--- src/rtl/output_stage_pkg.sv ---
// Shared encodings for the synthesizer output register stage: signal types,
// FSM states, default sample width and the start-request priority helper.
package output_stage_pkg;

  localparam int DATA_W_DEFAULT = 12;

  typedef enum logic [1:0] {
    SIG_NONE  = 2'd0,
    SIG_LFM   = 2'd1,
    SIG_PSK   = 2'd2,
    SIG_NOISE = 2'd3
  } sig_type_e;

  typedef enum logic [1:0] {
    ST_IDLE  = 2'd0,
    ST_ARM   = 2'd1,
    ST_RUN   = 2'd2,
    ST_DRAIN = 2'd3
  } state_e;

  // Simultaneous start requests resolve LFM first, then PSK, then NOISE.
  function automatic sig_type_e pick_type(input logic lfm, input logic psk, input logic noise);
    if (lfm)        return SIG_LFM;
    else if (psk)   return SIG_PSK;
    else if (noise) return SIG_NOISE;
    else            return SIG_NONE;
  endfunction

endpackage

--- src/rtl/output_stage_delay_counter.sv ---
// Load/clear/enable up-counter with a latched limit; tc_o is high while the
// count equals the limit, and the count holds there until cleared.
module output_stage_delay_counter #(
  parameter int DLY_W = 6
) (
  input  logic             clk_i,
  input  logic             rst_i,
  input  logic             load_i,
  input  logic [DLY_W-1:0] limit_i,
  input  logic             clr_i,
  input  logic             en_i,
  output logic             tc_o
);

  logic [DLY_W-1:0] limit_q, limit_d;
  logic [DLY_W-1:0] count_q, count_d;

  assign tc_o = (count_q == limit_q);

  // NOTE: every variable written here gets a value before any branch, so no latch is inferred.
  always_comb begin
    limit_d = limit_q;
    count_d = count_q;
    if (load_i) limit_d = limit_i;
    if (clr_i)              count_d = '0;
    else if (en_i && !tc_o) count_d = count_q + DLY_W'(1);
  end

  // NOTE: state registers use non-blocking assignments so all flops update together at the edge.
  always_ff @(posedge clk_i or posedge rst_i) begin
    if (rst_i) begin
      limit_q <= '0;
      count_q <= '0;
    end else begin
      limit_q <= limit_d;
      count_q <= count_d;
    end
  end

endmodule

--- src/rtl/output_stage.sv ---
// Output register stage between the waveform generators and the DAC bus.
// OUTPUT_STAGE_HIZ_EN selects a tri-stated idle bus instead of all-zero.
module output_stage
  import output_stage_pkg::*;
#(
  parameter int DATA_W = DATA_W_DEFAULT,
  parameter int DLY_W  = 6,
  parameter int CNT_W  = 16
) (
  input  logic              CLK,
  input  logic              RESET,
  input  logic [DLY_W-1:0]  START_DLY,
  input  logic [DLY_W-1:0]  STOP_DLY,
  input  logic              SIGN_LFM_START_CALC,
  input  logic              SIGN_PSK_START_CALC,
  input  logic              SIGN_NOISE_START_CALC,
  input  logic              SIGN_LFM_STOP_CALC,
  input  logic              SIGN_PSK_STOP_CALC,
  input  logic              SIGN_NOISE_STOP_CALC,
  input  logic              ABORT,
  input  logic [DATA_W-1:0] DATA_FROM_ROM,
  input  logic [DATA_W-1:0] DATA_FROM_FIFO,
  input  logic              FIFO_EMPTY,
  output logic              READY,
  output logic              FIFO_REQ,
  output logic              OUT_VALID,
  output logic              UNDERFLOW,
  output logic [CNT_W-1:0]  SAMPLE_CNT,
  output logic [DATA_W-1:0] REG_OUT
);

  state_e            state_q, state_d;
  sig_type_e         type_q, type_d;
  logic              started_q, started_d;
  logic [DATA_W-1:0] data_q, data_d;
  logic              idle_q, idle_d;
  logic              valid_q, valid_d;
  logic              under_q, under_d;
  logic [CNT_W-1:0]  cnt_q, cnt_d;

  logic             any_start, any_stop, accept;
  logic             sampling, ending, sample_now, stop_clr;
  logic             start_tc, stop_tc;
  logic [DLY_W-1:0] start_lim;

  assign any_start = SIGN_LFM_START_CALC | SIGN_PSK_START_CALC | SIGN_NOISE_START_CALC;
  assign any_stop  = SIGN_LFM_STOP_CALC  | SIGN_PSK_STOP_CALC  | SIGN_NOISE_STOP_CALC;
  assign accept    = (state_q == ST_IDLE) && any_start;
  assign stop_clr  = ((state_q == ST_ARM) || (state_q == ST_RUN)) && any_stop;

  // The start counter matches at D-1 so the ARM->RUN edge lands exactly D edges after start.
  assign start_lim = (START_DLY == '0) ? '0 : START_DLY - DLY_W'(1);

  assign sampling   = (state_q == ST_RUN) || ((state_q == ST_DRAIN) && started_q);
  assign ending     = (state_q == ST_DRAIN) && stop_tc;
  assign sample_now = sampling && !ending;

  output_stage_delay_counter #(.DLY_W(DLY_W)) u_start_cnt (
    .clk_i   (CLK),
    .rst_i   (RESET),
    .load_i  (accept),
    .limit_i (start_lim),
    .clr_i   (accept),
    .en_i    ((state_q == ST_ARM) || (state_q == ST_DRAIN)),
    .tc_o    (start_tc)
  );

  output_stage_delay_counter #(.DLY_W(DLY_W)) u_stop_cnt (
    .clk_i   (CLK),
    .rst_i   (RESET),
    .load_i  (accept),
    .limit_i (STOP_DLY),
    .clr_i   (stop_clr),
    .en_i    (state_q == ST_DRAIN),
    .tc_o    (stop_tc)
  );

  always_comb begin
    state_d   = state_q;
    type_d    = type_q;
    started_d = started_q;
    data_d    = data_q;
    idle_d    = idle_q;
    valid_d   = 1'b0;
    under_d   = under_q;
    cnt_d     = cnt_q;

    unique case (state_q)
      ST_IDLE: if (any_start) begin
        state_d   = ST_ARM;
        type_d    = pick_type(SIGN_LFM_START_CALC, SIGN_PSK_START_CALC, SIGN_NOISE_START_CALC);
        started_d = 1'b0;
        under_d   = 1'b0;
        cnt_d     = '0;
      end
      ST_ARM: begin
        started_d = start_tc;
        if (any_stop)      state_d = ST_DRAIN;
        else if (start_tc) state_d = ST_RUN;
      end
      ST_RUN:   if (any_stop) state_d = ST_DRAIN;
      ST_DRAIN: begin
        started_d = started_q | start_tc;
        if (stop_tc) state_d = ST_IDLE;
      end
      default:  state_d = ST_IDLE;
    endcase

    if (ABORT && (state_q != ST_IDLE)) state_d = ST_IDLE;

    // An empty noise FIFO leaves the bus and count untouched for that sample slot.
    if (state_d == ST_IDLE) begin
      idle_d = 1'b1;
    end else if (sample_now) begin
      if ((type_q == SIG_NOISE) && FIFO_EMPTY) begin
        under_d = 1'b1;
      end else begin
        data_d  = (type_q == SIG_NOISE) ? DATA_FROM_FIFO : DATA_FROM_ROM;
        idle_d  = 1'b0;
        valid_d = 1'b1;
        if (cnt_q != '1) cnt_d = cnt_q + CNT_W'(1);
      end
    end else begin
      idle_d = 1'b1;
    end
  end

  always_ff @(posedge CLK or posedge RESET) begin
    if (RESET) begin
      state_q   <= ST_IDLE;
      type_q    <= SIG_NONE;
      started_q <= 1'b0;
      data_q    <= '0;
      idle_q    <= 1'b1;
      valid_q   <= 1'b0;
      under_q   <= 1'b0;
      cnt_q     <= '0;
    end else begin
      state_q   <= state_d;
      type_q    <= type_d;
      started_q <= started_d;
      data_q    <= data_d;
      idle_q    <= idle_d;
      valid_q   <= valid_d;
      under_q   <= under_d;
      cnt_q     <= cnt_d;
    end
  end

  assign READY      = (state_q == ST_IDLE);
  assign FIFO_REQ   = sampling && (type_q == SIG_NOISE);
  assign OUT_VALID  = valid_q;
  assign UNDERFLOW  = under_q;
  assign SAMPLE_CNT = cnt_q;

`ifdef OUTPUT_STAGE_HIZ_EN
  assign REG_OUT = idle_q ? {DATA_W{1'bz}} : data_q;
`else
  assign REG_OUT = idle_q ? '0 : data_q;
`endif

endmodule
--- config.mk ---
export PLATFORM = sky130hd
export DESIGN_NAME = output_stage
export DESIGN_NICKNAME = d
export VERILOG_FILES = /design/src/rtl/output_stage_pkg.sv /design/src/rtl/output_stage_delay_counter.sv /design/src/rtl/output_stage.sv
export SDC_FILE = /design/constraint.sdc
export NUM_CORES = 1
export LEC_CHECK = 0
export CORE_MARGIN = 4
export CORE_UTILIZATION = 46
export CTS_BUF_LIST = sky130_fd_sc_hd__clkbuf_4 sky130_fd_sc_hd__clkbuf_8 sky130_fd_sc_hd__clkbuf_16
export CTS_CLUSTER_SIZE = 40
export DETAILED_ROUTE_END_ITERATION = 7
export HOLD_SLACK_MARGIN = 0.03
export PLACE_DENSITY = 0.88
export SKIP_LAST_GASP = 1
export SLEW_MARGIN = 20
export SYNTH_ARGS = -nofsm -noshare
export SYNTH_HDL_FRONTEND = slang
export SYNTH_HIERARCHICAL = 1
export SYNTH_SLANG_ARGS = --single-unit
--- constraint.sdc ---
create_clock -name CLK -period 2.5 [get_ports CLK]
set_input_delay 0.5 -clock CLK [delete_from_list [all_inputs] [get_ports CLK]]
set_output_delay 0.5 -clock CLK [all_outputs]
set_load 0.005 [all_outputs]
==> results.yml <==
setup_path:
  endpoint_kind: "register"
  r2r_start: "u_stop_cnt/count_q[4]"
  worst-r2r-setup-slack_ns: -0.03
  cp.arrival_ns: 2.76
  r2r_cells: 10
  cp.required_ns: 2.73
  start_kind: "register"
  r2r_end: "SAMPLE_CNT[5]"
  path_class: "register to register"
  critPathMaxFanout: 8
sta:
  slew_violations: 0
  tns_ns: -0.0795
  setup_slack_ns: -0.0309
  fin_skew_ns: 0.0103
  setup_viol: 4
  rsz0062_at_grt: "yes"
  relSlewSlack_pct: 68.6
  finalCriticalPeriod_ns: 2.53
  max_freq_mhz: 395
  final_hold_viol_count: 0
  finalCritPeriodShare_pct: 101
  worst_slew_pin_slew_ns: 0.459
floorplanning:
  die_h_um: 95.7
  start_util_pct: 48.0
  row_count: 31
  core-area_mm2: 0.00737
  dieArea_mm2: 0.00916
  pin_count: 78
  die_w_um: 95.7
finish:
  drive_gt1_share_pct: 21.6
  area_growth_pct: 43.5
  final_cell_mix: "77 x clkdlybuf4s50_1, 59 x dfrtp_1, 33 x nand2_1, 33 x buf_4"
  ff_latch_area_mm2: 0.00150
  final_nets: 531
  final_common_cell: "clkdlybuf4s50_1"
  n_antenna_cell: 0
  fillCellCount: 542
  multi_input_area_mm2: 0.00201
logic_synthesis:
  yosysUniqueCellTypes: 54
  synth.avg_cell_area_um2: 9.80
  synth-seq-cells: 60
  async_reset_ff_share_pct: 100
  synth_edf_count: 0
  ys_seq_area_share_pct: 42.5
  syn-cell-area_mm2: 0.00354
  synth_warnings: 6
  syn_inst: 361
  syn_nets: 416
  synthFlopType: "dfrtp_1"
cts:
  insertion_delay_ns: 0.34
  cts_inserted_buffers: 9
  holdBufCountCts: 0
  root_buffer: "clkbuf_8"
  cts_sinks: 60
  clk_pin_slew_ns: 0.08
  cts_tree: "yes"
  cts-htree-levels: 3
  cts_buffer_depth: 2
route:
  via_per_inst: 5.56
  first_pass_iters: 4
  drt_wl_total_um: 9380
  ant_nets: 0
  wl_per_cell_um: 16.2
  num_vias: 3224
  drt-initial-drc-count: 180
  drc: 0
power:
  power.leakage_nw: 2.32
  peakVddDrop_uv: 571
  power_density_mw_per_mm2: 895
place:
  port-buffer-count: 77
  place_ws_ns: -0.237
  gp_congestion: 0.867
  dpl.hpwl_um: 6610
worst_hold_path:
  holdPathStages: 2
  min_from: "data_q[10]"
  whs_endpoint: "data_q[10]"
  hp-class: "register to register"
global_route:
  antenna_found_initial: 0
  grt_max_degree: 37
  grtUsageTotal_pct: 19.7
  grt_overflow: 0
  grt_pass1_wl_um: 14100
  grt_pass1_vias: 3164
outcome:
  status: "finished with violations"
  violations: "negative setup slack"
run:
  maxCapViolations: 0
[sequential cells by signal, summed over array words and instances (netlist names), 2 cells and up]
signal / flops
SAMPLE_CNT: 16
u_stop_cnt/count_q: 6
state_q: 2
type_q: 2
data_q: 12
u_stop_cnt/limit_q: 6
u_start_cnt/limit_q: 6
u_start_cnt/count_q: 6
[metrics by stage]
stage / hold WS (ns) / util, % / power, mW / cells / instance area, um^2
finish: 0.481 / 68.9 / 4.55 / 580 / 5080
global route: 0.505 / 68.9 / 4.82 / 580 / 5080
CTS: 0.485 / 66.2 / 4.35 / 574 / 4880
detailed placement: 0.469 / 62.9 / 3.32 / 557 / 4640
global placement: 0.460 / 62.9 / 3.22 / 557 / 4640
floorplan: 0.365 / - / 2.64 / 361 / 3540
[logic make-up (layout without fill, tap and decap cells)]
group	count (synthesis)	in the layout	synth area share, %
adders and majority gates	9	9	3.18
DFF	60	60	42.5
xor gates and xnor gates	15	15	3.71
muxes	36	36	10.9
AOI/OAI and AO/OA	72	72	14.7
and+or+nand+nor	139	139	21.3
buffers and inverters	30	150	3.64
[power breakdown]
part / internal (mW) / switching (mW)
clock: 0.566 / 0.432
sequential: 1.24 / 0.220
combinational: 1.04 / 1.05
[critical path, cell delays in order (launching register included)]
cell and delay (ns):
dfrtp_1 0.40, xor2_1 0.19, nor4_4 0.32, and2_4 0.20
nor2b_1 0.05, o32ai_2 0.27, a221oi_2 0.14, o21a_4 0.27
buf_12 0.14, and3_1 0.16, a211o_1 0.28
[final cells by class]
class	instances	area share, %
repair buffers	118	22.9
inverters	16	1.18
clock inverters	7	1.97
clock buffers	9	2.44
flip-flops and latches	60	29.6
multi-input cells	271	39.5
well taps	99	2.44
[routing by layer]
metal / share of wire [%] / vias up / track usage [%] / wire, um
met5: 0 / - / 0 / 0
met4: 1.4 / 0 / 6.16 / 133
met3: 6.7 / 16 / 6.18 / 632
met2: 51 / 107 / 33.6 / 4770
met1: 41 / 1574 / 23.5 / 3850
li1: - / 1527 / - / -
[cells in the mapped netlist, types with 4 or more instances]
cell | count | area share, %
xor2_1 | 13 | 3.2
inv_1 | 15 | 1.6
o21ai_0 | 4 | 0.57
a21o_1 | 4 | 0.85
clkbuf_1 | 7 | 0.74
nand4_1 | 9 | 1.6
nor3_1 | 8 | 1.1
nor2b_1 | 24 | 4.2
ha_1 | 9 | 3.2
a211o_1 | 4 | 0.99
and3_1 | 10 | 1.8
nor2_1 | 24 | 2.5
a21oi_1 | 13 | 1.8
o21ai_1 | 19 | 2.7
a221o_1 | 5 | 1.4
nand2_1 | 33 | 3.5
nand3_1 | 15 | 2.1
dfrtp_1 | 59 | 42
mux2i_1 | 15 | 4.2
mux2_2 | 21 | 6.7
[what timing repair did]
action / CTS / global route
buffers inserted: 1 / 4
cloned: 0 / 2
pin swaps: 3 / 9
resized for setup: 3 / 21
setup endpoints to repair: 23 / 30
[worst max path at each step]
stage	start	endpoint	slack, ns	depth (start not counted)
global placement	SIGN_PSK_STOP_CALC	SAMPLE_CNT[11]	-0.18	8
CTS	state_q[0]	FIFO_REQ	-0.009	5
detailed placement	SIGN_PSK_STOP_CALC	SAMPLE_CNT[6]	-0.24	8
floorplan	u_stop_cnt/count_q[4]	SAMPLE_CNT[14]	0.003	10
global route	u_stop_cnt/count_q[4]	SAMPLE_CNT[6]	-0.11	10
finish	u_stop_cnt/count_q[4]	SAMPLE_CNT[5]	-0.03	10
Power figures use the tool's default switching activity.
